--- src/rtl/cpu_pkg.sv ---
// Shared constants, opcodes and state encoding for the RISC core control path.
package cpu_pkg;

   localparam int IW = 49;
   localparam int AW = 6;

   localparam logic [4:0] OP_LD  = 5'h08;
   localparam logic [4:0] OP_ST  = 5'h09;
   localparam logic [4:0] OP_BZ  = 5'h10;
   localparam logic [4:0] OP_BNZ = 5'h11;
   localparam logic [4:0] OP_BRA = 5'h12;
   localparam logic [4:0] OP_HLT = 5'h1F;

   typedef enum logic [2:0] {
      IDLE   = 3'd0,
      FETCH  = 3'd1,
      DECODE = 3'd2,
      EXEC   = 3'd3,
      MEM    = 3'd4,
      WB     = 3'd5,
      HALT   = 3'd6
   } state_t;

   function automatic logic [4:0] opcode_of(input logic [IW-1:0] instr);
      return instr[IW-1:IW-5];
   endfunction

   // Branch decision uses the flag captured by the last EXEC, never the live ALU flag.
   function automatic logic branch_taken(input logic [4:0] op, input logic zflag);
      logic taken;
      case (op)
         OP_BZ:   taken = zflag;
         OP_BNZ:  taken = ~zflag;
         OP_BRA:  taken = 1'b1;
         default: taken = 1'b0;
      endcase
      return taken;
   endfunction

endpackage

--- src/rtl/cpu_sequencer_if.sv ---
// Sequencer-to-datapath bundle: ROM fetch, ALU flag, memory handshake and strobes.
interface cpu_sequencer_if;
   import cpu_pkg::*;

   logic          run;
   logic [IW-1:0] instr;
   logic          z_in;
   logic          mem_ack;
   logic [AW-1:0] pc;
   logic [IW-1:0] ir;
   logic          alu_en;
   logic          rf_we;
   logic          mem_req;
   logic          mem_we;
   logic          halted;
   logic [2:0]    state_dbg;

   modport master (
      input  run, instr, z_in, mem_ack,
      output pc, ir, alu_en, rf_we, mem_req, mem_we, halted, state_dbg
   );

   modport slave (
      output run, instr, z_in, mem_ack,
      input  pc, ir, alu_en, rf_we, mem_req, mem_we, halted, state_dbg
   );

endinterface

--- src/rtl/cpu_sequencer_opclass.sv ---
// Combinational opcode classifier shared by the sequencer and the instruction decoder.
module seq_opclass
   import cpu_pkg::*;
(
   input  logic [4:0] opcode,
   output logic       is_branch,
   output logic       is_ld,
   output logic       is_st,
   output logic       is_hlt
);

   always_comb begin
      is_branch = 1'b0;
      is_ld     = 1'b0;
      is_st     = 1'b0;
      is_hlt    = 1'b0;
      case (opcode)
         OP_BZ, OP_BNZ, OP_BRA: is_branch = 1'b1;
         OP_LD:                 is_ld     = 1'b1;
         OP_ST:                 is_st     = 1'b1;
         OP_HLT:                is_hlt    = 1'b1;
         default:               is_branch = 1'b0;
      endcase
   end

endmodule

--- src/rtl/cpu_sequencer.sv ---
// Multi-cycle fetch/decode/execute sequencer: owns pc and ir, resolves branches,
// and issues one ALU / memory / writeback strobe per instruction.
module cpu_sequencer
   import cpu_pkg::*;
#(
   parameter int ROM_LAT = 1
) (
   input  logic            clk,
   input  logic            rst,
   cpu_sequencer_if.master bus
);

   localparam logic [1:0]    CNT_LAST = 2'(ROM_LAT - 1);
   localparam logic [AW-1:0] PC_ONE   = AW'(1);

   state_t        state_r;
   state_t        state_s;
   logic [AW-1:0] pc_r;
   logic [IW-1:0] ir_r;
   logic          zflag_r;
   logic          run_r;
   logic [1:0]    cnt_r;

   logic [4:0]    opcode_s;
   logic          is_branch_s;
   logic          is_ld_s;
   logic          is_st_s;
   logic          is_hlt_s;
   logic [AW-1:0] pc_inc_s;
   logic [AW-1:0] tgt_s;
   logic          last_fetch_s;
   logic          resume_s;

   assign opcode_s     = opcode_of(ir_r);
   assign pc_inc_s     = pc_r + PC_ONE;
   assign tgt_s        = ir_r[AW-1:0];
   assign last_fetch_s = (cnt_r == CNT_LAST);
   assign resume_s     = bus.run & ~run_r;

   seq_opclass u_opclass (
      .opcode    (opcode_s),
      .is_branch (is_branch_s),
      .is_ld     (is_ld_s),
      .is_st     (is_st_s),
      .is_hlt    (is_hlt_s)
   );

   always_ff @(posedge clk) begin
      if (rst) begin
         state_r <= IDLE;
      end else begin
         state_r <= state_s;
      end
   end

   // Unreachable encodings fall back to IDLE through the default arm.
   always_comb begin
      state_s = IDLE;
      case (state_r)
         IDLE:    if (bus.run) state_s = FETCH; else state_s = IDLE;
         FETCH:   if (last_fetch_s) state_s = DECODE; else state_s = FETCH;
         DECODE:  if (is_branch_s) state_s = FETCH;
                  else if (is_hlt_s) state_s = HALT;
                  else state_s = EXEC;
         EXEC:    if (is_ld_s || is_st_s) state_s = MEM; else state_s = WB;
         MEM:     if (!bus.mem_ack) state_s = MEM;
                  else if (is_ld_s) state_s = WB;
                  else state_s = FETCH;
         WB:      state_s = FETCH;
         HALT:    if (resume_s) state_s = FETCH; else state_s = HALT;
         default: state_s = IDLE;
      endcase
   end

   always_ff @(posedge clk) begin
      if (rst) begin
         pc_r    <= '0;
         ir_r    <= '0;
         zflag_r <= 1'b0;
         run_r   <= 1'b0;
         cnt_r   <= 2'd0;
      end else begin
         run_r <= bus.run;
         case (state_r)
            FETCH: begin
               if (last_fetch_s) begin
                  ir_r  <= bus.instr;
                  cnt_r <= 2'd0;
               end else begin
                  cnt_r <= cnt_r + 2'd1;
               end
            end
            DECODE: if (is_branch_s) pc_r <= branch_taken(opcode_s, zflag_r) ? tgt_s : pc_inc_s;
            EXEC:   zflag_r <= bus.z_in;
            MEM:    if (bus.mem_ack && is_st_s) pc_r <= pc_inc_s;
            WB:     pc_r <= pc_inc_s;
            HALT:   if (resume_s) pc_r <= pc_inc_s;
            default: cnt_r <= 2'd0;
         endcase
      end
   end

   // Moore strobes decoded from the registered state only.
   always_comb begin
      bus.alu_en  = 1'b0;
      bus.rf_we   = 1'b0;
      bus.mem_req = 1'b0;
      bus.mem_we  = 1'b0;
      bus.halted  = 1'b0;
      case (state_r)
         EXEC:    bus.alu_en = 1'b1;
         MEM: begin
            bus.mem_req = 1'b1;
            bus.mem_we  = is_st_s;
         end
         WB:      bus.rf_we  = 1'b1;
         HALT:    bus.halted = 1'b1;
         default: bus.alu_en = 1'b0;
      endcase
   end

   assign bus.pc        = pc_r;
   assign bus.ir        = ir_r;
   assign bus.state_dbg = state_r;

endmodule

--- src/flat_wrapper.sv ---
// flat-port wrapper written by rule: the top's interface ports become plain ports
module cpu_sequencer_flat import cpu_pkg::*;
#(
   parameter int ROM_LAT = 1
)
  (clk, rst, bus_run, bus_instr, bus_z_in, bus_mem_ack, bus_pc, bus_ir, bus_alu_en, bus_rf_we, bus_mem_req, bus_mem_we, bus_halted, bus_state_dbg);
  cpu_sequencer_if bus_i ();
  input  logic clk;
  input  logic rst;
  input wire logic [$bits(bus_i.run)-1:0] bus_run;
  input wire logic [$bits(bus_i.instr)-1:0] bus_instr;
  input wire logic [$bits(bus_i.z_in)-1:0] bus_z_in;
  input wire logic [$bits(bus_i.mem_ack)-1:0] bus_mem_ack;
  output wire logic [$bits(bus_i.pc)-1:0] bus_pc;
  output wire logic [$bits(bus_i.ir)-1:0] bus_ir;
  output wire logic [$bits(bus_i.alu_en)-1:0] bus_alu_en;
  output wire logic [$bits(bus_i.rf_we)-1:0] bus_rf_we;
  output wire logic [$bits(bus_i.mem_req)-1:0] bus_mem_req;
  output wire logic [$bits(bus_i.mem_we)-1:0] bus_mem_we;
  output wire logic [$bits(bus_i.halted)-1:0] bus_halted;
  output wire logic [$bits(bus_i.state_dbg)-1:0] bus_state_dbg;
  assign bus_i.run = bus_run;
  assign bus_i.instr = bus_instr;
  assign bus_i.z_in = bus_z_in;
  assign bus_i.mem_ack = bus_mem_ack;
  assign bus_pc = bus_i.pc;
  assign bus_ir = bus_i.ir;
  assign bus_alu_en = bus_i.alu_en;
  assign bus_rf_we = bus_i.rf_we;
  assign bus_mem_req = bus_i.mem_req;
  assign bus_mem_we = bus_i.mem_we;
  assign bus_halted = bus_i.halted;
  assign bus_state_dbg = bus_i.state_dbg;
  cpu_sequencer #(.ROM_LAT(ROM_LAT)) u_core (.clk(clk), .rst(rst), .bus(bus_i));
endmodule
--- config.mk ---
export PLATFORM = sky130hd
export DESIGN_NAME = cpu_sequencer_flat
export DESIGN_NICKNAME = d
export VERILOG_FILES = /design/src/rtl/cpu_pkg.sv /design/src/rtl/cpu_sequencer_if.sv /design/src/rtl/cpu_sequencer_opclass.sv /design/src/rtl/cpu_sequencer.sv /design/src/flat_wrapper.sv
export SDC_FILE = /design/constraint.sdc
export NUM_CORES = 1
export LEC_CHECK = 0
export CAP_MARGIN = 40
export CORE_UTILIZATION = 45
export CTS_CLUSTER_DIAMETER = 30
export DETAILED_ROUTE_END_ITERATION = 6
export PLACE_DENSITY = 0.95
export SYNTH_ARGS = -nofsm -noshare
export SYNTH_HDL_FRONTEND = slang
export SYNTH_HIERARCHICAL = 1
export SYNTH_SLANG_ARGS = --single-unit
--- constraint.sdc ---
create_clock -name clk -period 3.7 [get_ports clk]
set_input_delay 0.555 -clock clk [delete_from_list [all_inputs] [get_ports clk]]
set_output_delay 0.555 -clock clk [all_outputs]
set_load 0.05 [all_outputs]
Yosys cells after proc, flatten, opt, wreduce, memory -nomap -nowiden
Index checks and enable logic that the tools add are counted.
W data, S select, Z words.
{ "classes": {"addsub": 2, "eq_ne": 15, "n_mux": 29, "bitwise_logic": 3, "n_reduce_logical": 9} }
{ "op_table": {"columns": ["operator", "count"], "rows": [
  ["$mux W6", 4],
  ["$pmux W6 S4", 1],
  ["$pmux W3 S7", 1],
  ["$eq A5 B5 Y1 const B", 4],
  ["$mux W3", 5],
  ["$mux W1", 14],
  ["$eq A5 B4 Y1 const B", 2],
  ["$eq A3 B3 Y1 const B", 3],
  ["$add A6 B1 Y6 const B", 1],
  ["$eq A3 B2 Y1 const B", 2],
  ["$ne A2 B1 Y1 const B", 3],
  ["$reduce_or A5 Y1", 1],
  ["$mux W2", 2],
  ["$pmux W2 S2", 1],
  ["$reduce_and A4 Y1", 1],
  ["$reduce_bool A4 Y1", 1],
  ["$eq A3 B1 Y1 const B", 1],
  ["$logic_not A3 Y1", 1],
  ["$pmux W1 S3", 1],
  ["$reduce_or A3 Y1", 1],
  ["$add A2 B1 Y2 const B", 1],
  ["$logic_not A2 Y1", 1],
  ["$not A1 Y1", 2],
  ["$reduce_and A2 Y1", 1],
  ["3 further kinds", 3]
]} }
{ "word_totals": {"regBits": 62, "output_inout_bits": 63} }

Longest topological paths before layout
Gate-level depths: netlist of the first run.
{ "depth": {"depth_word": 9, "ltp_mapped": 8, "depth_no_buf": 6} }

Hierarchy
The synthesis of the first run kept the hierarchy.
{ "modules_own_cells": {"columns": ["module", "n_inst", "cells_per_inst", "area_each_um2", "seq_area_each_um2"], "rows": [
  ["cpu_sequencer", 1, 323, 2651.3, 1241.2],
  ["seq_opclass", 1, 8, 50.0, 0.0]
]} }

Worst setup path after synthesis of the first run
No wires, ideal clock.
{ "synth_path": {"path_type": "register to output", "from": "register u_core.state_r[2] (netlist: u_core/bus.state_dbg[2])", "to": "output bus_mem_we", "t_arrival_ps": 2863, "required_ps": 3145, "setup_slack_ps": 282, "stages_incl_launch_ff": 5, "path_cell_list": "dfxtp_1 -> buf_6 -> clkbuf_1 -> nor3b_1 -> and2_1"} }
{ "synth_via": {"elab_chain_cells": 2} }
{ "synth_lines": {"columns": ["element", "line_no", "source"], "rows": [
  ["from (decl)", "cpu_sequencer.sv:16", "state_t state_r;"],
  ["from (signal assigned)", "cpu_sequencer.sv:52", "state_r <= state_s;"],
  ["$eq A3 B3 Y1", "cpu_sequencer.sv:110", "case (state_r)"],
  ["$mux W1", "cpu_sequencer.sv:110", null],
  ["to (decl)", "flat_wrapper.sv:19", "output wire logic [$bits(bus_i.mem_we)-1:0] bus_mem_we;"]
]} }
Every way passes these cells.

Worst setup path after layout of the first run
Same ends and word-level chain as after synthesis.

==> impl_summary.md, run 1 <==
Run status
The flow ran to the end, and the final reports show no timing, DRC or antenna violations.

Logic synthesis
The adder-cell share of the synthesized area is 0.01390. The post-synthesis instance area is 0.002701 sq mm. The post-synthesis xor/xnor area fraction is 0. The compound-gate portion of the synthesized area is 0.1797. The cell count after synthesis is ~330.

The synthesis-stage register bit count is a little over 60. Averaged over all synthesized cells, the footprint is 8.161 sq um. The count of distinct cell types in the synthesized netlist is 46.

Counting flops with an async set or reset pin after synthesis yields a share of 0. After synthesis, the largest family of logic cells by area is simple AND/OR/NAND/NOR gates. The synthesized net count is 388. The sequential cell area fraction in the yosys report is 0.4595. The number of enable-type register cells in the synthesized netlist is 0.

The flip-flop cell with the highest count after synthesis is sky130_fd_sc_hd__dfxtp_1. During synthesis, Yosys emitted a total of 6 warnings. The simple-gate share of the synthesized area is 0.2455. The share of synthesized area spent on multiplexers is 0.02270.

Routing
After the first detailed-routing iteration, the DRC count stood at 108. The per-cell via count in the routed design is between 5 and 6. The first TritonRoute pass finished after 4 iterations. The number of routed nets with antenna violations is 0. The wire length per cell is 13.70 um. Summing over every cut layer, the via total after detailed routing is 2,656. The count of unresolved DRC violations after routing is 0. For this block, the routed nets add up to a little over 7000 um of wire.

Worst setup path
The top fanout value on the critical path is 19. STA classifies the critical path endpoint as an output port. Data arrives at the worst endpoint at 2.29 ns. For the worst setup path, the data required time is approximately 3.1 ns. The critical path launch point type is a flop. The worst setup path category is flop to output port.

Power
The power density over cell area is 592.7 mW/mm^2. The worst vdd rail ir drop is 0.4320 mV. The cell leakage power is roughly 1.4 nW.

Timing
The ratio of final minimum period to clock period is 0.7678. Setup repair after global routing left no endpoint under its margin. The post-route clock skew is approximately 0.0076 ns. The maximum achievable frequency is 352.0 MHz. The hold violation total from the final report came to 0. The worst-margin pin slew is between 0.6 and 0.7 ns. Setup violations remaining at the end of the flow were counted as 0.

In this run the tightest slew margin relative to its limit is 0.5645. The final max-slew violation count is 0. The time the final worst path needs with I/O delays and setup is 2.841 ns. Setup total negative slack on the finished layout was measured at 0 ns.

Die
The initial standard-cell utilization of the core is 0.4788. The row count is 27. The placeable core area is 0.005642 sq mm.

The top-level port count is 117. Measured along the y axis, the die boundary spans between 70 and 80 um. Measured along the x axis, the die boundary spans 79.48 um. The die area is around 0.0063 sq mm.

Cells and area
The synthesis-to-finish area growth is 47.99%. The total of fill cells in the finished design is 442. The final net count is a little under 500. Measured on the finished design, the core utilization comes to 0.7086. Registers take 0.001241 sq mm.

The final instance area is ~0.0040 sq mm. Summing all multi-input logic gate instances after layout gives 0.001249 sq mm. The repair_antennas step left the layout with diodes totalling 0.

In the final layout, the share of cells above drive strength 1 is 0.07919.

Place
The instance area after placement is 0.003812 sq mm. The wire-length estimate of the detail-placed layout is 5065 um. The placer's final routability congestion estimate is 0.8044. The total of buffers placed on input and output ports is 116.

Clock network
The number of clock buffers inserted by TritonCTS is 9. The number of hold buffers added after CTS is 0. The sink count of the clock tree is 62. The clock-pin transition on the worst setup and hold timing paths is 0.07 ns. The tree is rooted in a sky130_fd_sc_hd__clkbuf_8.

The clock tree from TritonCTS is built. For the worst-skew pair, the clock arrives at the later sink with an insertion delay of about 0.33 ns. The quantity of gates resized following cts is 0. The number of levels in the clock H-tree is 3. The clock passes through at most 2 buffers.

After clock tree synthesis, the setup repair step added 0 buffers.

Global route
For this run, the total global-route usage over all layers was measured as 0.2352. The initial antenna violation count came to 0. The remaining global-route overflow is 0. Entering global routing, the biggest net connects 45 pins.

The via count of the first global-routing pass is 2,663. The first-pass GRT wire length is approximately 12,000 um.

Worst hold path
The worst hold-check path type is flop to flop.

Job
Across the run, the number of max-cap violations was 0.
-- critical path, stage by stage, from the launching register on --
cell	delay (ns)
sky130_fd_sc_hd__dfxtp_1	0.68
sky130_fd_sc_hd__nor3b_1	0.31
sky130_fd_sc_hd__and2_1	0.17
sky130_fd_sc_hd__clkdlybuf4s50_1	0.79
-- report_power, final --
part	internal (W)	leakage (nW)	switching, W
Combinational	0.000341	0.832	0.000638
Sequential	0.000769	0.505	0.0000846
Clock	0.000263	0.0807	0.000273
Total	0.00137	1.42	0.000996
-- cells in the final DEF (no fill, tap or decap), drive strengths merged, types with 2 or more instances in the layout --
master	count
mux2i	5
a21o	2
and3	2
nand2	103
buf	4
a21oi	53
nor3b	4
clkdlybuf4s50	115
ha	3
a22oi	7
and2	4
nand3	4
inv	11
nor2b	2
nor2	11
clkinv	2
a221oi	3
o32ai	5
nor4	2
o21ai	4
dfxtp	62
clkinvlp	4
nand2b	4
and2b	2
or3b	2
or3	2
clkbuf	10
a2bb2oi	2
-- final cells by class --
type                    instances  share of cell area
well taps                      72             0.02254
inverters                      11             0.01033
clock buffers                  10             0.03443
clock inverters                 6             0.01189
repair buffers                119              0.2980
multi-input cells             234              0.3124
flip-flops and latches         62              0.3105
-- state kept, by name, indices dropped and copies added, names as in the netlist --
signal and flops:
u_core/cnt_r 2, u_core/bus.pc 6, u_core/bus.state_dbg 3, u_core/run_r 1
u_core/zflag_r 1, u_core/bus.ir 49
-- worst paths after layout --
path | slack (ns) | cells after the start | start | end
hold / removal | 0.46 | 2 | u_core/bus.ir[39] | u_core/bus.ir[39]
hold reg to reg | 0.46 | 2 | u_core/bus.ir[39] | u_core/bus.ir[39]
setup / recovery | 0.86 | 3 | u_core/bus.state_dbg[2] | bus_mem_we
setup reg to reg | 1.57 | 5 | u_core/bus.state_dbg[2] | u_core/bus.ir[34]
-- metrics by stage --
step	power, W	std cells	hold WS [ns]	setup WS, ns
floorplan	0.001549	331	0.4592	0.2821
global placement	0.001810	497	0.4407	1.286
detailed placement	0.001852	498	0.4462	1.227
CTS	0.002394	514	0.4549	0.8526
global route	0.002495	514	0.4688	0.6739
finish	0.002369	514	0.4559	0.8593
-- layer usage --
| layer | up-vias | part of all wire | track usage |
|---|---|---|---|
| met5 | - | 0 | 0 |
| met4 | 0 | 0.014 | 0.08000 |
| met3 | 12 | 0.078 | 0.08914 |
| met2 | 102 | 0.50 | 0.4239 |
| met1 | 1227 | 0.40 | 0.2481 |
| li1 | 1315 | - | - |
-- Yosys cell counts (2+ instances only) --
master / instances / area share
sky130_fd_sc_hd__a21oi_2: 2 / 0.0065
sky130_fd_sc_hd__nand2b_1: 4 / 0.0093
sky130_fd_sc_hd__o21ai_0: 3 / 0.0056
sky130_fd_sc_hd__or3_1: 2 / 0.0046
sky130_fd_sc_hd__nor4_1: 2 / 0.0046
sky130_fd_sc_hd__clkbuf_1: 11 / 0.015
sky130_fd_sc_hd__dfxtp_1: 62 / 0.46
sky130_fd_sc_hd__a22oi_1: 7 / 0.019
sky130_fd_sc_hd__nor2b_1: 2 / 0.0046
sky130_fd_sc_hd__nor2_1: 11 / 0.015
sky130_fd_sc_hd__inv_1: 11 / 0.015
sky130_fd_sc_hd__buf_6: 5 / 0.021
sky130_fd_sc_hd__buf_8: 2 / 0.011
sky130_fd_sc_hd__a21oi_1: 51 / 0.094
sky130_fd_sc_hd__and3_1: 2 / 0.0046
sky130_fd_sc_hd__buf_4: 4 / 0.011
sky130_fd_sc_hd__a221oi_1: 2 / 0.0065
sky130_fd_sc_hd__nand3_1: 4 / 0.0074
sky130_fd_sc_hd__and2_1: 3 / 0.0069
sky130_fd_sc_hd__mux2i_1: 5 / 0.019
sky130_fd_sc_hd__o32ai_1: 4 / 0.013
sky130_fd_sc_hd__ha_1: 3 / 0.014
sky130_fd_sc_hd__nand2_1: 103 / 0.14
sky130_fd_sc_hd__a2bb2oi_1: 2 / 0.0065
sky130_fd_sc_hd__nor3b_1: 3 / 0.0083
-- cells by family (layout without fill, tap and decap cells) --
kind of cell,Yosys count,count (layout)
compound gates,78,78
fa+ha+maj,3,3
buf+inv,35,146
flops,62,62
mux,6,6
simple gates,147,147
Note: power is estimated with default switching activity, not from simulation.
==> run 2: changes to the inputs <==
--- a/config.mk
+++ b/config.mk
@@ -6,10 +6,10 @@
 export NUM_CORES = 1
 export LEC_CHECK = 0
 export CAP_MARGIN = 40
-export CORE_UTILIZATION = 45
+export CORE_UTILIZATION = 38
 export CTS_CLUSTER_DIAMETER = 30
 export DETAILED_ROUTE_END_ITERATION = 6
-export PLACE_DENSITY = 0.95
+export PLACE_DENSITY = 0.86
 export SYNTH_ARGS = -nofsm -noshare
 export SYNTH_HDL_FRONTEND = slang
 export SYNTH_HIERARCHICAL = 1
==> constraint.sdc (replaced) <==
create_clock -name clk -period 2.3 [get_ports clk]
set_input_delay 0.345 -clock clk [delete_from_list [all_inputs] [get_ports clk]]
set_output_delay 0.345 -clock clk [all_outputs]
set_load 0.05 [all_outputs]
==> impl_summary.md, run 2 (synthesis results as in run 1) <==
Cells and area
Most frequent cells in the layout: sky130_fd_sc_hd__clkdlybuf4s50_1, sky130_fd_sc_hd__nand2_1, sky130_fd_sc_hd__dfxtp_1 (unchanged). The antenna diode count is 0 (unchanged). The share of layout cells above drive strength 1 was 0.1029 (was 0.07919). The synthesis-to-finish area growth came to 51.64% (was 47.99%). The area used by multi-input combinational logic is 0.001265 sq mm (was 0.001249 sq mm). The number of flip-flops in the largest register came to 49 (unchanged). The final net count is 499 (was 494). The combined flip-flop and latch cell area is 0.001241 sq mm (unchanged). The final instance area is 0.004096 sq mm (was 0.003998 sq mm).

The total of fill cells in the finished design is 607 (was 442). The leading cell type in the layout, fill and taps excluded is sky130_fd_sc_hd__clkdlybuf4s50_1 (unchanged).

Timing
Dividing the final minimum period by the clock period gives 0.9259. The relative max-transition margin is 0.5850 (was 0.5645). The maximum achievable frequency is 469.6 MHz. The post-route setup TNS is 0 ns (unchanged). The post-route clock skew is 0.008863 ns (was 0.007553 ns). The final setup violation count is 0 (unchanged). Setup repair after global routing missed its margin: no (unchanged). The worst-margin pin slew was 0.6224 ns (was 0.6517 ns). The hold violation total from the final report is 0 (unchanged). The time the final worst path needs with I/O delays and setup is 2.130 ns. The final max-slew violation count came to 0 (unchanged).

Clock network
The number of levels in the clock H-tree is 3 (unchanged). The maximum clock path buffer count was 2 (unchanged). The number of clock buffers inserted by TritonCTS is 9 (unchanged). The quantity of gates resized following cts came to 0 (unchanged). The clock latency on the worst-skew pair is 0.33 ns (about the same). The clock-pin transition on the worst setup and hold timing paths is 0.07 ns (about the same). The number of hold buffers added after CTS came to 0 (unchanged). The master cell of the clock root buffer is sky130_fd_sc_hd__clkbuf_8 (unchanged).

The clock tree from TritonCTS was built (unchanged). The post-CTS setup buffer count came to 0 (unchanged). The sink count of the clock tree is 62 (unchanged).

Routing
The sum of routed wire length over all layers is 7142 um (was 7043 um). The number of routed nets with antenna violations is 0 (unchanged). The number of design-rule violations left by the first detailed-router iteration is 110 (was 108).

The per-cell via count in the routed design was 4.873 (was 5.167). The wire length per cell came to 13.15 um (was 13.70 um). The first-pass iteration count of the detailed router is 4 (unchanged). The total number of vias is 2,646 (was 2,656). The count of unresolved DRC violations after routing was 0 (unchanged).

Die
The die area is 0.007450 sq mm (was 0.006317 sq mm). The vertical die dimension was 86.32 um (was 79.48 um). The width of the chip is 86.32 um (was 79.48 um). The row count is 30 (was 27).

The top-level port count is 117 (unchanged). The placeable core area came to 0.006832 sq mm (was 0.005642 sq mm). The initial standard-cell utilization of the core is 0.3954 (was 0.4788).

Run status
Status: completed (unchanged).

Place
The instance area after placement was 0.003896 sq mm (was 0.003812 sq mm). The placer's final routability congestion estimate is 0.8346 (was 0.8044). The total of buffers placed on input and output ports is 116 (unchanged).

The half-perimeter wire length of the detailed placement result is 5065 um (about the same).

Job
The count of max-cap constraint violations is 0 (unchanged).

Worst setup path
The reg-to-reg endpoint was u_core/bus.pc[1] (was u_core/bus.ir[34]). The data required time of the critical path came to 1.96 ns (was 3.14 ns). The delay of the slowest cell on the worst path came to 0.88 ns (was 0.79 ns). Cells along the critical path: clkdlybuf4s50_1 (was nor3b_1, and2_1, clkdlybuf4s50_1). The worst setup path category is flop to output port (unchanged). The worst endpoint data arrival time is 1.78 ns (was 2.29 ns). The top fanout value on the critical path is 11 (was 19). The slowest stage cell on the critical path is sky130_fd_sc_hd__clkdlybuf4s50_1 (unchanged).

The logic depth of the worst register-to-register path is 6 (was 5). The reg2reg setup slack is 0.26 ns (was 1.57 ns). The buffers plus inverters on the worst setup path is 1 (unchanged).

The startpoint of the most critical register-to-register path is u_core/bus.ir[46] (was u_core/bus.state_dbg[2]). The capturing element of the worst setup path is bus_state_dbg[0] (was bus_mem_we). The cell type group with the largest total delay on the critical path is buffers and inverters (unchanged). The critical path launch point type is a flop (unchanged). The sort of element at the end of the critical path is an output port (unchanged).

The launch point of the critical path is u_core/bus.state_dbg[0] (was u_core/bus.state_dbg[2]). The total number of cells along the worst setup path was 1 (was 3).

Power
The cell leakage power is 1.486 nW (was 1.418 nW). The power density over cell area is 965.7 mW/mm^2 (was 592.7 mW/mm^2). The worst vdd rail ir drop is 0.5029 mV (was 0.4320 mV).

Global route
The pin count of the biggest net entering global routing was 39 (was 45). The via count of the first global-routing pass is 2,572 (was 2,663). The first-pass GRT wire length is 11,580 um (was 11,540 um).

The total global routing track utilization is 0.1991 (was 0.2352). The remaining global-route overflow is 0 (unchanged). The initial antenna violation count is 0 (unchanged).

Worst hold path
The worst hold-check path type is flop to flop (unchanged).
## run 2: cell types whose count changed in the layout (fill, tap and decap cells not counted)
cell | previous run | this run
sky130_fd_sc_hd__clkbuf_8 | 10 | 11
sky130_fd_sc_hd__clkdlybuf4s50_1 | 115 | 110
sky130_fd_sc_hd__bufinv_16 | 0 | 1
sky130_fd_sc_hd__clkbuf_1 | 0 | 1
sky130_fd_sc_hd__nor3b_2 | 1 | 2
sky130_fd_sc_hd__clkinvlp_4 | 4 | 0
sky130_fd_sc_hd__buf_12 | 1 | 2
sky130_fd_sc_hd__buf_4 | 2 | 11
sky130_fd_sc_hd__nor3b_4 | 0 | 1
sky130_fd_sc_hd__clkinv_2 | 0 | 3
sky130_fd_sc_hd__nor3b_1 | 3 | 1
sky130_fd_sc_hd__clkinv_4 | 2 | 0
## run 2: how the worst min path moves through the flow
stage | from | end | slack (ns) | cells after the start
floorplan | u_core/zflag_r | u_core/zflag_r | 0.46 | 2
global placement | u_core/bus.ir[28] | u_core/bus.ir[28] | 0.44 | 2
detailed placement | u_core/bus.ir[19] | u_core/bus.ir[19] | 0.45 | 2
CTS | u_core/bus.ir[32] | u_core/bus.ir[32] | 0.45 | 2
global route | u_core/bus.ir[20] | u_core/bus.ir[20] | 0.47 | 2
finish | u_core/bus.ir[19] | u_core/bus.ir[19] | 0.45 | 2
## run 2: metal layers
| layer | wire [um] | GRT usage |
|---|---|---|
| met1 | 2996 | 0.2233 |
| met2 | 3495 | 0.3398 |
| met3 | 543 | 0.07619 |
| met4 | 107 | 0.08030 |
| met5 | 0 | 0 |
## run 2: through the flow
stage / worst slack, ns / hold WS (ns) / total power [W] / instances / utilization
floorplan: -0.1837 / 0.4592 / 0.002502 / 331 / -
global placement: 0.3477 / 0.4404 / 0.002985 / 527 / 0.5703
detailed placement: 0.2863 / 0.4457 / 0.003015 / 527 / 0.5703
CTS: 0.1484 / 0.4548 / 0.003993 / 543 / 0.5996
global route: 0.06942 / 0.4741 / 0.004161 / 543 / 0.5996
finish: 0.1703 / 0.4529 / 0.003956 / 543 / 0.5996
## run 2: area by class of cell
| type | instances | area share |
|---|---|---|
| inverter | 11 | 0.01008 |
| tap | 96 | 0.02932 |
| clock inverter | 4 | 0.01100 |
| timing repair buffer | 124 | 0.2999 |
| clock buffer | 12 | 0.03787 |
| sequential | 62 | 0.3030 |
| multi-input combinational | 234 | 0.3088 |
## run 2: where the power goes
part,internal (W),switching [W]
Sequential,0.00124,0.000120
Clock,0.000555,0.000415
Combinational,0.000575,0.00105
==> run 3: changes to the inputs <==
--- a/config.mk
+++ b/config.mk
@@ -9,6 +9,7 @@
 export CORE_UTILIZATION = 38
 export CTS_CLUSTER_DIAMETER = 30
 export DETAILED_ROUTE_END_ITERATION = 6
+export HOLD_SLACK_MARGIN = 0.1
 export PLACE_DENSITY = 0.86
 export SYNTH_ARGS = -nofsm -noshare
 export SYNTH_HDL_FRONTEND = slang
==> results of run 3 <==
The final DEF is identical to that of run 2; final timing and power are the same.
==> RTL change 1, RTL diff (settings of run 3) <==
`AW`: 6 -> 7.
--- a/src/rtl/cpu_pkg.sv
+++ b/src/rtl/cpu_pkg.sv
@@ -3,5 +3,5 @@
 
    localparam int IW = 49;
-   localparam int AW = 6;
+   localparam int AW = 7;
 
    localparam logic [4:0] OP_LD  = 5'h08;
Interface: changed (resized bus_pc); port bits go from 117 to 118. No check against the original RTL was run, so the function may have changed too.
==> RTL change 1 against run 3 <==
Sequential cell count up 1. Critical path depth unchanged. Synthesized area up 1.7%. Routed wire length down 1.4%. Synthesized cell count up 1.8%. Worst setup slack worse by 0.0051 ns. Design area up 0.92%. Critical path type unchanged. Largest cell class unchanged. Highest routed layer unchanged.
Power is not compared: it rests on default switching activity, and its combinational part moved more than twofold at a synthesized area within 25%.
==> RTL change 1: results (changes against run 3) <==
.. list-table::
   :header-rows: 1

   * - Metric
     - Value
   * - Startpoint of the worst hold path
     - u_core/bus.ir[14]
   * - Final Skew
     - 0.008499 ns (-0.0003631 ns)
   * - Detailed placer's ending HPWL
     - 4929 µm (-2.7%)
   * - Cells resized by post-CTS repair
     - 1 (+1)
   * - First DRT Iteration DRCs
     - 104 (-5.5%)
   * - Met1 Usage GRT
     - 22.09% (-0.24 points)
   * - CTS buffer count
     - 9 (unchanged)
   * - Result of the run
     - finished clean
   * - Via count of the first global-routing pass
     - 2567 (-0.19%)
   * - Post-layout nets
     - 504 (+1.0%)
   * - Global-route wire length before repair
     - 11450 µm (-1.1%)
   * - Input/output buffers
     - 117 (+0.86%)
   * - Critical Path Fanout Max
     - 14 (+3)
   * - Max VDD drop
     - about 0.00042 V
   * - Average cell area after synthesis
     - 8.150 µm² (-0.14%)
   * - Setup slack of the most critical reg-to-reg path
     - 0.36 ns (+0.10 ns)
   * - Final cycle utilization of the critical path
     - 92.82% (+0.22 points)
   * - Metal2 WL
     - 3524 µm (+0.83%)
   * - Pin count of the biggest net entering global routing
     - 48 (+23%)
   * - Count of cell types in the netlist
     - 37 (-20%)
   * - CP Data Arrival Time
     - 1.79 ns
   * - Fillers
     - 601 (-0.99%)
   * - Share of synthesized area occupied by flip-flops and latches
     - 45.92% (about the same)
   * - DRT Wirelength
     - 7040 µm (-1.4%)
   * - Met1 routed wirelength after detailed routing
     - 2923 µm (-2.4%)
   * - Worst-margin pin slew
     - 0.6896 ns (+0.06715 ns)
   * - Placed inst area
     - 0.003958 mm² (+1.6%)
   * - Fraction of layout cells with a size suffix above 1
     - 9.756% (-0.53 points)
   * - Number of diodes added for antenna fixing
     - 0 (unchanged)
   * - Sum of met3 wire segment lengths after detailed routing
     - 506 µm (-6.8%)
   * - Commonest cells post-synth
     - 104 x sky130_fd_sc_hd__nand2_1, 63 x sky130_fd_sc_hd__dfxtp_1, 53 x sky130_fd_sc_hd__a21oi_1
   * - Met3 track demand over resource in global routing
     - 5.592% (-2.0 points)
   * - Tot GR Track Use
     - 19.43% (-0.48 points)
   * - Iteration count of the initial detailed-routing pass
     - 5 (+1)
   * - Sink of the worst hold path
     - u_core/bus.ir[14]
   * - Dominant cells by area after synthesis
     - sky130_fd_sc_hd__dfxtp_1 46%, sky130_fd_sc_hd__nand2_1 14%, sky130_fd_sc_hd__a21oi_1 9.7%
   * - Clock-pin transition on the worst setup and hold timing paths
     - approximately 0.06 ns
   * - Synthesized Nets
     - 394 (+1.5%)
   * - Last weighted congestion value of the routability-driven placer
     - 0.8533 (+2.2%)
   * - Total via count in the routed design
     - 2686 (+1.5%)
   * - Grt met2 use
     - 34.14% (+0.16 points)
   * - Critical Path End
     - bus_state_dbg[2]
   * - Setup slack after placement
     - 0.3695 ns (+0.08322 ns)
   * - H-tree depth
     - 3 (unchanged)
   * - Startpoint of the worst setup timing path
     - u_core/bus.state_dbg[2]
   * - Placed cells
     - 532 (+0.95%)
   * - Final Non-Filler Cells
     - 547 (+0.74%)
-- RTL change 1: power by group --
| group | switching, µW | internal [µW] | total (µW) |
|---|---|---|---|
| combinational | 448 | 279 | 727 |
| sequential | 50.0 | 1160 | 1210 |
| clock | 402 | 487 | 889 |
| total | 900 | 1930 | 2830 |
-- RTL change 1: cell type report --
| type | instances | area (µm²) | share of cell area (%) |
|---|---|---|---|
| Clock inverter | 5 | 50.05 | 1.211 |
| Inverter | 9 | 33.78 | 0.8172 |
| Sequential cell | 63 | 1261 | 30.51 |
| Tap cell | 96 | 120.1 | 2.906 |
| Multi-Input combinational cell | 242 | 1336 | 32.32 |
| Timing Repair Buffer | 122 | 1205 | 29.15 |
| Clock buffer | 10 | 127.6 | 3.087 |
-- RTL change 1: cell families (layout without fill, tap and decap cells) --
kind of cell	count (synthesis)	after routing	synth area share, %
mux	7	7	3.144
buf+inv	32	146	5.831
compound gates	77	77	18.31
flops	63	63	45.92
simple gates	155	155	25.42
fa+ha+maj	3	3	1.367
==> RTL change 2, RTL diff (settings of run 3) <==
Without the edit above. Reset style: asynchronous (`rst`), changed in 2 clocked blocks.
--- a/src/rtl/cpu_sequencer.sv
+++ b/src/rtl/cpu_sequencer.sv
@@ -46,5 +46,5 @@
    );
 
-   always_ff @(posedge clk) begin
+   always_ff @(posedge clk or posedge rst) begin
       if (rst) begin
          state_r <= IDLE;
@@ -73,5 +73,5 @@
    end
 
-   always_ff @(posedge clk) begin
+   always_ff @(posedge clk or posedge rst) begin
       if (rst) begin
          pc_r    <= '0;
Check against the original RTL: differs if rst is asserted again (counterexample within 4 cycles, from zero or initial values and one cycle with rst high); with rst held inactive, the same outputs for 10 cycles.
==> RTL change 2 against run 3 <==
Worst setup slack lost 0.050 ns. Sequential cell count unchanged. Design area rose by 2.5%. Synthesized area up 1.7%. Routed wire length is 9.7% lower.
Power is left out: the tool's default activity adds up to more than one toggle a clock period on the data nets, which glitch-free logic cannot reach.
==> RTL change 2: results (changes against run 3) <==
.. list-table::
   :header-rows: 1

   * - Metric
     - Value
   * - Result of the run
     - finished clean
   * - Share of flip-flops with an asynchronous set or reset
     - 100.0% (+100 points)
   * - Synthesized Nets
     - 263 (-32%)
   * - Critical Path Fanout Max
     - 9 (-2)
   * - CP Data Arrival Time
     - 2.38 ns (+0.60 ns)
   * - Input/output buffers
     - 116 (unchanged)
   * - Share of synthesized area occupied by flip-flops and latches
     - 56.47% (+11 points)
   * - Fraction of the core area covered by cells at the end of the flow
     - 60.82% (+0.85 points)
   * - Total via count in the routed design
     - 2110 (-20%)
   * - Synthesized-area fraction occupied by ao, oa, aoi and oai cells
     - 7.286% (-11 points)
   * - Placed inst area
     - 0.004018 mm² (+3.1%)
   * - Tot GR Track Use
     - 18.25% (-1.7 points)
   * - Iteration count of the initial detailed-routing pass
     - 5 (+1)
   * - Adder-cell area share of the yosys netlist
     - 1.366% (-0.023 points)
   * - Global-route wire length before repair
     - 10410 µm (-10%)
   * - Final Skew
     - 0.009099 ns (+0.0002366 ns)
   * - Setup slack of the most critical reg-to-reg path
     - 0.12 ns (-0.14 ns)
   * - Fraction of layout cells with a size suffix above 1
     - 24.01% (+14 points)
   * - Pin count of the biggest net entering global routing
     - 37 (-5.1%)
   * - Fillers
     - 576 (-5.1%)
   * - Detailed placer's ending HPWL
     - 4599 µm (-9.2%)
   * - Average detailed-routed wire length per instance
     - 15.18 µm (+15%)
   * - Worst-margin pin slew
     - 0.5944 ns (-0.02806 ns)
   * - First DRT Iteration DRCs
     - 99 (-10%)
   * - Post-layout nets
     - 383 (-23%)
   * - Commonest cells post-synth
     - 62 x sky130_fd_sc_hd__dfrtp_1, 47 x sky130_fd_sc_hd__mux2_2, 8 x sky130_fd_sc_hd__o21ai_0
   * - R2R Path End
     - u_core/bus.pc[0]
==> RTL change 2: changes by cell type in the layout (fill, tap and decap cells not counted), moves of 6 or more <==
cell,delta
sky130_fd_sc_hd__a21oi_1,-48
sky130_fd_sc_hd__a22oi_1,-7
sky130_fd_sc_hd__buf_4,-6
sky130_fd_sc_hd__dfrtp_1,+62
sky130_fd_sc_hd__dfxtp_1,-62
sky130_fd_sc_hd__mux2_2,+46
sky130_fd_sc_hd__nand2_1,-98
==> RTL change 2: critical path, stage by stage, from the launching register on <==
cell and delay [ns]:
sky130_fd_sc_hd__dfrtp_1 0.44, sky130_fd_sc_hd__nand2b_1 0.23, sky130_fd_sc_hd__nor4b_4 0.27, sky130_fd_sc_hd__a21oi_1 0.13, sky130_fd_sc_hd__o31a_4 0.34, sky130_fd_sc_hd__or2_1 0.27, sky130_fd_sc_hd__a221o_1 0.37
==> RTL change 2: through the flow <==
| stage | hold WS [ns] | instances | setup WS [ns] |
|---|---|---|---|
| 6_report | 0.3980 | 425 | 0.1203 |
| 5_1_grt | 0.4790 | 425 | 0.03695 |
| 2_1_floorplan | 0.3764 | 206 | 0.05796 |
| 3_5_place_dp | 0.4784 | 411 | 0.1732 |
| 4_1_cts | 0.4069 | 425 | 0.1049 |
| 3_3_place_gp | 0.4692 | 411 | 0.2697 |
==> RTL change 2: how the worst max path moves through the flow <==
stage	startpoint	end	slack, ns	cells after the start
3_5_place_dp	u_core/bus.ir[46]	u_core/bus.pc[0]	0.17	6
4_1_cts	u_core/bus.ir[46]	u_core/bus.pc[0]	0.10	6
5_1_grt	u_core/bus.ir[46]	u_core/bus.pc[0]	0.04	6
3_3_place_gp	u_core/bus.ir[46]	u_core/bus.pc[0]	0.27	6
2_1_floorplan	u_core/bus.state_dbg[2]	bus_mem_we	0.06	4
6_report	u_core/bus.ir[46]	u_core/bus.pc[0]	0.12	6
==> RTL change 2: cell families (layout without fill, tap and decap cells) <==
kind of cell	Yosys count	in the layout
AO/OA/AOI/OAI	27	27
adder cells (fa/ha/maj)	3	3
buffers and inverters	18	141
flip-flops	62	62
multiplexers	55	55
AND/OR/NAND/NOR	41	41
==> RTL change 2: area by class of cell <==
cell class / instances / share of cell area (%)
clock inverter: 1 / 0.1192
clock buffer: 13 / 4.021
multi-input combinational: 126 / 26.45
sequential: 62 / 36.94
tap: 96 / 2.860
inverter: 8 / 0.8341
timing repair buffer: 119 / 28.78
==> RTL change 2: layer usage <==
layer | track usage, % | part of all wire (%) | vias up
met1 | 21.60 | 40 | 1030
met3 | 5.687 | 7.6 | 15
li1 | - | - | 981
met4 | 9.091 | 2.3 | 0
met5 | 0 | 0 | -
met2 | 29.99 | 50 | 84
